===== config.mk =====
export PLATFORM = sky130hd
export DESIGN_NAME = scan_shadow_reg_flat
export DESIGN_NICKNAME = d
export VERILOG_FILES = /design/src/rtl/scan_shadow_reg_pkg.sv /design/src/rtl/scan_shadow_reg_if.sv /design/src/rtl/scan_shadow_reg_mux_ff.sv /design/src/rtl/scan_shadow_reg.sv /design/src/flat_wrapper.sv
export SDC_FILE = /design/constraint.sdc
export NUM_CORES = 1
export LEC_CHECK = 0
export BUFFER_PORTS_ARGS = -buffer_cell sky130_fd_sc_hd__buf_2
export CORE_UTILIZATION = 31
export DETAILED_ROUTE_END_ITERATION = 16
export GPL_ROUTABILITY_DRIVEN = 1
export SYNTH_ARGS = -nofsm -noshare
export SYNTH_HDL_FRONTEND = slang
export SYNTH_SLANG_ARGS = --single-unit

===== constraint.sdc =====
create_clock -name clk -period 1.5 [get_ports clk]
set_input_delay 0.3 -clock clk [delete_from_list [all_inputs] [get_ports clk]]
set_output_delay 0.3 -clock clk [all_outputs]
set_load 0.02 [all_outputs]

===== src/rtl/scan_shadow_reg_pkg.sv =====
// Shared definitions for the muxed-scan shadow register bank:
// scan mode encodings and the width helper for the shift counter.
package scan_shadow_reg_pkg;

    localparam logic SCAN_FUNC  = 1'b0;
    localparam logic SCAN_SHIFT = 1'b1;

    // Ceiling log2, used to size counters that must hold the value v-1.
    function automatic int unsigned clog2(input int unsigned v);
        int unsigned r;
        r = 0;
        for (int unsigned i = 0; i < 32; i++) begin
            if ((64'(1) << i) < 64'(v)) begin
                r = i + 1;
            end
        end
        return r;
    endfunction

endpackage


===== src/rtl/scan_shadow_reg_if.sv =====
// Bus bundle for scan_shadow_reg: functional/scan controls in, shadow word and scan status out.
interface scan_shadow_reg_if #(
    parameter int unsigned WIDTH = 8
);
    logic [WIDTH-1:0] d;
    logic             en;
    logic             sel;
    logic             td;
    logic             upd;
    logic [WIDTH-1:0] q;
    logic             so;
    logic             sdone;

    modport master (
        output d, en, sel, td, upd,
        input  q, so, sdone
    );

    modport slave (
        input  d, en, sel, td, upd,
        output q, so, sdone
    );
endinterface


===== src/rtl/scan_shadow_reg_mux_ff.sv =====
// One bit of the capture stage: mux-D flop choosing scan shift or enabled functional load,
// asynchronously forced to RV by an active-high reset.
module scan_shadow_reg_mux_ff
    import scan_shadow_reg_pkg::*;
#(
    parameter logic RV = 1'b1
) (
    input  logic clk,
    input  logic rst,
    input  logic d_i,
    input  logic td_i,
    input  logic sel_i,
    input  logic en_i,
    output logic q_o
);

    logic q_q;
    logic q_d;

    // An unknown select yields an unknown bit rather than silently picking a path.
    always_comb begin
        q_d = q_q;
        case (sel_i)
            SCAN_SHIFT: q_d = td_i;
            SCAN_FUNC:  if (en_i) q_d = d_i;
            default:    q_d = 1'bx;
        endcase
    end

    always_ff @(posedge clk or posedge rst) begin
        if (rst) begin
            q_q <= RV;
        end else begin
            q_q <= q_d;
        end
    end

    assign q_o = q_q;

endmodule


===== src/rtl/scan_shadow_reg.sv =====
// WIDTH-bit muxed-scan register bank with an optional shadow output stage, so trim/config
// words can be scanned in without disturbing Q until an explicit update.
module scan_shadow_reg
    import scan_shadow_reg_pkg::*;
#(
    parameter int unsigned      WIDTH     = 8,
    parameter logic [WIDTH-1:0] RESET_VAL = {WIDTH{1'b1}},
    parameter bit               SHADOW    = 1'b1
) (
    input logic               clk,
    input logic               rst,
    scan_shadow_reg_if.slave  bus
);

    localparam int unsigned SCNT_W = clog2(WIDTH + 1);

    logic [WIDTH-1:0]  cap;
    logic [SCNT_W-1:0] scnt_q;
    logic [SCNT_W-1:0] scnt_d;
    logic              sdone_q;
    logic              sdone_d;

    // Capture stage: bit 0 takes TD, each higher bit takes its lower neighbour when shifting.
    for (genvar i = 0; i < int'(WIDTH); i++) begin : g_cap
        logic td_bit;
        if (i == 0) begin : g_first
            assign td_bit = bus.td;
        end else begin : g_rest
            assign td_bit = cap[i-1];
        end

        scan_shadow_reg_mux_ff #(
            .RV (RESET_VAL[i])
        ) u_ff (
            .clk   (clk),
            .rst   (rst),
            .d_i   (bus.d[i]),
            .td_i  (td_bit),
            .sel_i (bus.sel),
            .en_i  (bus.en),
            .q_o   (cap[i])
        );
    end

    // Consecutive-shift counter saturates at WIDTH so SDONE stays up during over-shifting.
    always_comb begin
        scnt_d = '0;
        if (bus.sel == SCAN_SHIFT) begin
            if (scnt_q == SCNT_W'(WIDTH)) begin
                scnt_d = scnt_q;
            end else begin
                scnt_d = scnt_q + SCNT_W'(1);
            end
        end
        sdone_d = (scnt_d == SCNT_W'(WIDTH));
    end

    always_ff @(posedge clk or posedge rst) begin
        if (rst) begin
            scnt_q  <= '0;
            sdone_q <= 1'b0;
        end else begin
            scnt_q  <= scnt_d;
            sdone_q <= sdone_d;
        end
    end

    if (SHADOW) begin : g_shadow
        logic [WIDTH-1:0] q_q;
        logic [WIDTH-1:0] q_d;

        // Updates are refused during shifting so Q never shows a half-loaded word.
        always_comb begin
            q_d = q_q;
            if ((bus.sel == SCAN_FUNC) && bus.upd) begin
                q_d = cap;
            end
        end

        always_ff @(posedge clk or posedge rst) begin
            if (rst) begin
                q_q <= RESET_VAL;
            end else begin
                q_q <= q_d;
            end
        end

        assign bus.q = q_q;
    end else begin : g_direct
        logic unused_upd;
        assign unused_upd = bus.upd;
        assign bus.q      = cap;
    end

    assign bus.so    = cap[WIDTH-1];
    assign bus.sdone = sdone_q;

endmodule

===== src/flat_wrapper.sv =====
// flat-port wrapper written by rule: the top's interface ports become plain ports
module scan_shadow_reg_flat import scan_shadow_reg_pkg::*;
#(
    parameter int unsigned      WIDTH     = 8,
    parameter logic [WIDTH-1:0] RESET_VAL = {WIDTH{1'b1}},
    parameter bit               SHADOW    = 1'b1
)
  (clk, rst, bus_d, bus_en, bus_sel, bus_td, bus_upd, bus_q, bus_so, bus_sdone);
  scan_shadow_reg_if #(.WIDTH(WIDTH)) bus_i ();
  input logic clk;
  input logic rst;
  input wire logic [$bits(bus_i.d)-1:0] bus_d;
  input wire logic [$bits(bus_i.en)-1:0] bus_en;
  input wire logic [$bits(bus_i.sel)-1:0] bus_sel;
  input wire logic [$bits(bus_i.td)-1:0] bus_td;
  input wire logic [$bits(bus_i.upd)-1:0] bus_upd;
  output wire logic [$bits(bus_i.q)-1:0] bus_q;
  output wire logic [$bits(bus_i.so)-1:0] bus_so;
  output wire logic [$bits(bus_i.sdone)-1:0] bus_sdone;
  assign bus_i.d = bus_d;
  assign bus_i.en = bus_en;
  assign bus_i.sel = bus_sel;
  assign bus_i.td = bus_td;
  assign bus_i.upd = bus_upd;
  assign bus_q = bus_i.q;
  assign bus_so = bus_i.so;
  assign bus_sdone = bus_i.sdone;
  scan_shadow_reg #(.WIDTH(WIDTH), .RESET_VAL(RESET_VAL), .SHADOW(SHADOW)) u_core (.clk(clk), .rst(rst), .bus(bus_i));
endmodule

==> impl_results.md, run 1 <==
- Fin nets: 126
- CP Max Fanout: 3
- Max Clock Skew: 0.00205 ns
- Cell row count: 19
- Critical path's slowest cell: dfrtp_1
- Initial Util: 0.338
- Multi-input logic area: 403 µm²
- Hpwl dp: 1300 µm
- Post-Syn Instances: 78
- CTS clk-pin slew, worst paths: 0.11 ns
- GPL Wtd Cong: 0.739
- Via density per instance: 4.86
- Register area share after synthesis: 0.571
- Critical Path AT: 1.71 ns
- Worst stage delay on the critical path: 0.40 ns
- Starting DRC count in detailed routing: 4
- Post-route ant nets: 0
- First-pass GRT wire length: 3370 µm
- # DRC: 1
- Design area: 1200 µm²
- Hold WC Path Type: input pin to async pin
- IO buf count: 23
- Worst path cell trace: buf_4 -> buf_4 -> or3_4 -> a2111oi_4
- Post-layout min period: 1.51 ns
- Vias in the first global route: 746
- Flop-to-flop setup slack: -0.01 ns
- Commonest non-fill, non-tap cell in the layout: buf_2
- Die area: 3310 µm²
- Final Hold Vio Count: 0
- Worst slew margin: 0.786
- Setup ws final: -0.0114 ns
- PwrDens: 1100 nW/µm²
- Setup CP Type: register to register
- Violated checks: DRC, setup timing
- Largest net degree at the start of global routing: 22
- Element type at the critical path end: register
- Clock Latency Late Sink: 0.29 ns
- Pre-CTS setup slack: -0.0763 ns
- Max Fclk: 0.662 GHz
- Hold slack: 0.0144 ns
- Storage cell area: 546 µm²
- Worst Tran Pin Value: 0.319 ns
- CTS Root Cell: clkbuf_4
- Synth warnings: 0
- Fillers: 274
- Chip Width: 57.5 µm
- Die Ht: 57.5 µm
- P_leak: 0.553 nW
- R2R cell count: 4
- Unique cell type count in the Yosys netlist: 26
- RR Endpoint: u_core.bus.sdone
- Diode count: 0
- Clock Path Buffers: 2
- VDD IR max: 0.000594 V
- CP dominant cell by count: buf_4
- Max-slew violation count: 0
- Core ar.: 2830 µm²
- Crit path launch type: register
- Fin crit share: 1.01
- H-tree Lvls: 1
- Final wirelength: 1880 µm
- Instance area at placement: 1110 µm²
- Hold Buf Count CTS: 0
- CTS tree: built
- Status: complete, but fails checks
- Fraction of layout cells with a size suffix above 1: 0.615
- Grt ovf: 0
- Inserted Clock Buffers: 3
- Area growth from synthesis to layout: 25.1%
- RSZ-0062 raised after global routing: true
- Setup TNS: -0.0114 ns
- #FFs+latches synth: 21
- WL per Instance: 13.5 µm
- Total GRT Usage: 0.138
- Synthesized area per cell: 12.3 µm²
- Reg2Reg Launch Point: u_core.scnt_q[0]
- Core Util, Final: 0.423
- First-pass detailed-route iteration total: 10
- Max Cap Viol: 0
- Mapped Area: 956 µm²
- Final setup viols: 1
- Initial antenna violation count: 0
- Ports: 24
- Highest-count cells in the layout ignoring fill and taps: 23 x buf_2, 16 x dfstp_2, 9 x o21ai_0
- Worst Path Required: 1.70 ns
- Syn_nets: 94
- Clk sink count: 21
- Via Count: 680
worst max-delay path: cells and delay by family, from the launching register on:
family                 cells  cell delay, ns
DFF                        1            0.40
and+or+nand+nor            1            0.39
AOI/OAI and AO/OA          1            0.34
buffers and inverters      2            0.28
stage by stage:
step / std cells / total power [mW]
global route: 140 / 1.40
CTS: 140 / 1.34
finish: 140 / 1.31
floorplan: 78 / 0.937
detailed placement: 131 / 1.04
global placement: 131 / 1.02
worst max-delay path by stage:
stage,from,endpoint
4_1_cts,u_core.scnt_q[0],u_core.bus.sdone
5_1_grt,u_core.scnt_q[0],u_core.bus.sdone
6_report,u_core.scnt_q[0],u_core.bus.sdone
2_1_floorplan,u_core.scnt_q[0],u_core.bus.sdone
3_3_place_gp,u_core.scnt_q[0],u_core.bus.sdone
3_5_place_dp,u_core.scnt_q[0],u_core.bus.sdone
flip-flops by register name, summed over array words and instances, names as in the netlist:
register	cells
u_core.bus.q	8
u_core.bus.sdone	1
u_core.g_cap.u_ff.q_o	8
u_core.scnt_q	4
kinds of logic after synthesis:
family	count (synthesis)	synth area share
fa+ha+maj	2	0.0262
simple gates	18	0.102
xor+xnor	1	0.00916
mux	16	0.178
buf+inv	7	0.0327
flops	21	0.571
compound gates	13	0.0811
cells in the mapped netlist:
master     count  share of area
and3_2         1         0.0079
inv_1          3          0.012
mux2_2         8          0.094
dfstp_2       16           0.44
o21ai_0        9          0.047
mux2i_1        8          0.084
nand2_1        8          0.031
xor2_1         1         0.0092
inv_2          1         0.0039
buf_2          1         0.0052
ha_1           2          0.026
and2_1         1         0.0065
nor2_1         1         0.0039
nand2_2        2          0.013
clkbuf_1       1         0.0039
nand3b_1       1         0.0079
dfrtp_1        5           0.13
or3_4          1          0.012
o21ai_1        1         0.0052
buf_4          1         0.0079
a211oi_1       1         0.0079
nand3_1        1         0.0052
a21oi_1        1         0.0052
and2_2         1         0.0079
nand2b_1       1         0.0065
a2111oi_2      1          0.016
per-layer routing:
metal / GRT usage / share of wire / up-vias
li1: - / - / 329
met1: 0.171 / 0.44 / 324
met2: 0.228 / 0.48 / 25
met5: 0 / 0 / -
met4: 0.0314 / 0.0074 / 0
met3: 0.0522 / 0.077 / 2
cell type report:
cell class,count,share of cell area
multi-input cells,50,0.337
repair buffers,30,0.140
clock buffers,4,0.0220
flip-flops and latches,21,0.456
well taps,31,0.0324
inverters,4,0.0126
timing repair:
| item | in CTS | in global routing |
|---|---|---|
| endpoints found under the setup margin | 1 | 1 |
| pin swaps | 3 | 1 |
| buffers inserted | 5 | 0 |
| resized for setup | 4 | 0 |
where the power goes:
group,switching (mW),total [mW],internal [mW]
clock network,0.158,0.262,0.104
registers,0.0454,0.741,0.696
logic,0.169,0.308,0.139
Note: power is estimated with default switching activity, not from simulation.
==> run 2: changes to the inputs <==
--- a/config.mk
+++ b/config.mk
@@ -9,6 +9,7 @@
 export CORE_UTILIZATION = 31
 export DETAILED_ROUTE_END_ITERATION = 16
 export GPL_ROUTABILITY_DRIVEN = 1
+export REMOVE_ABC_BUFFERS = 1
 export SYNTH_ARGS = -nofsm -noshare
 export SYNTH_HDL_FRONTEND = slang
 export SYNTH_SLANG_ARGS = --single-unit
==> run 2 against run 1 <==
The run ends with DRC left. Critical path depth increased by 1. Clock power increased by 5%. Fmax up 2.4%. Cell count shrank 2.1%. Critical path type unchanged. Critical endpoint unchanged.
==> impl_results.md, run 2 (same netlist as run 1, synthesis figures left out) <==
- Violated checks: DRC
- Worst slew margin: 0.799
- Status: complete, but fails checks
- GPL Wtd Cong: 0.703
- Fin crit share: 0.984
- CTS clk-pin slew, worst paths: 0.12 ns
- Die Ht: 57.5 µm
- Setup CP Type: register to register
- IO buf count: 23
- Hold WC Path Type: input pin to register
- Initial Util: 0.338
- Max Fclk: 0.678 GHz
- Post-route ant nets: 0
- Worst Tran Pin Value: 0.301 ns
- Initial antenna violation count: 0
- Setup TNS: 0 ns
- Critical Path AT: 1.70 ns
- Grt ovf: 0
- Crit path launch type: register
- RSZ-0062 raised after global routing: true
- CP Max Fanout: 4
- Core ar.: 2830 µm²
- Chip Width: 57.5 µm
- Fraction of layout cells with a size suffix above 1: 0.594
- Fin nets: 123
- CTS tree: built
- Final wirelength: 1780 µm
- Element type at the critical path end: register
- Max Cap Viol: 0
- Setup ws final: 0.0246 ns
- PwrDens: 1110 nW/µm²
- Vias in the first global route: 696
- Largest net degree at the start of global routing: 22
- VDD IR max: 0.000574 V
- Commonest non-fill, non-tap cell in the layout: buf_2
- CTS Root Cell: clkbuf_4
- Via Count: 660
- Pre-CTS setup slack: 0.00572 ns
- Hpwl dp: 1280 µm
- Final Hold Vio Count: 0
- # DRC: 1
- Inserted Clock Buffers: 3
- Cell row count: 19
- Clk sink count: 21
- Hold slack: 0.202 ns
- Area growth from synthesis to layout: 22.8%
- Core Util, Final: 0.415
- Max Clock Skew: 0.00649 ns
- Ports: 24
- Total GRT Usage: 0.126
- First-pass GRT wire length: 3040 µm
- Clock Latency Late Sink: 0.31 ns
- Via density per instance: 4.82
- Post-layout min period: 1.48 ns
- Worst Path Required: 1.72 ns
- Final setup viols: 0
- Die area: 3310 µm²
- H-tree Lvls: 1
- Highest-count cells in the layout ignoring fill and taps: 23 x buf_2, 16 x dfstp_2, 9 x o21ai_0
- Clock Path Buffers: 2
- Max-slew violation count: 0
- Total Power: 1.31 mW
- Diode count: 0
- First-pass detailed-route iteration total: 11
- WL per Instance: 13.0 µm
- P_leak: 0.539 nW
- Starting DRC count in detailed routing: 20
[run 2: changes by cell type in the layout (fill, tap and decap cells not counted)]
cell / change
dlygate4sd3_1: +1
buf_4: -4
clkinv_2: +1
clkbuf_1: -1
o21ai_1: +1
o21ai_2: -1
[run 2: layout make-up]
cell class | instances | area (µm²)
fill | 275 | 1660
multi-input combinational | 50 | 399
clock inverter | 1 | 5.00
tap | 31 | 38.8
clock buffer | 3 | 22.5
sequential | 21 | 546
timing repair buffer | 27 | 148
inverter | 4 | 15.0
[run 2: through the flow]
step / cell area, µm² / instances
2_1_floorplan: 940 / 75
3_3_place_gp: 1110 / 131
3_5_place_dp: 1110 / 131
4_1_cts: 1150 / 137
5_1_grt: 1170 / 137
6_report: 1170 / 137
[run 2: power by group]
group / total, mW / leakage, nW / internal [mW] / switching (mW)
registers: 0.743 / 0.235 / 0.696 / 0.0471
clock network: 0.275 / 0.0177 / 0.0997 / 0.175
logic: 0.288 / 0.286 / 0.127 / 0.161
total: 1.31 / 0.539 / 0.923 / 0.383
[run 2: worst max-delay path: stages (launching register included)]
cell       delay [ns]
dfrtp_1          0.43
inv_1            0.07
ha_2             0.19
nand2_2          0.07
or3_4            0.35
a2111oi_4        0.28
[run 2: per-layer routing]
| layer | GRT usage | share of wire |
|---|---|---|
| met4 | 0.0418 | 0.015 |
| met3 | 0.0476 | 0.042 |
| met2 | 0.226 | 0.55 |
| met1 | 0.135 | 0.40 |
| met5 | 0 | 0 |
[run 2: final timing paths]
path,startpoint,to,slack [ns],cells after the start
max in group asynchronous,rst,u_core.g_cap[4].u_ff.q_o,0.69,4
worst min-delay path,bus_sel,u_core.g_cap[7].u_ff.q_o,0.20,2
worst max-delay path,u_core.scnt_q[0],u_core.bus.sdone,0.02,5
worst min register to register,u_core.g_cap[5].u_ff.q_o,u_core.g_cap[6].u_ff.q_o,0.49,2
min in group asynchronous,rst,u_core.scnt_q[3],0.53,4
worst max register to register,u_core.scnt_q[0],u_core.bus.sdone,0.02,5
[run 2: timing repair]
item | 4_1_cts | 5_1_grt
endpoints found under the hold margin | 5 | 0
resized for setup | 0 | 3
setup endpoints to repair | 1 | 1
setup buffers | 1 | 0
hold buffers | 1 | 0
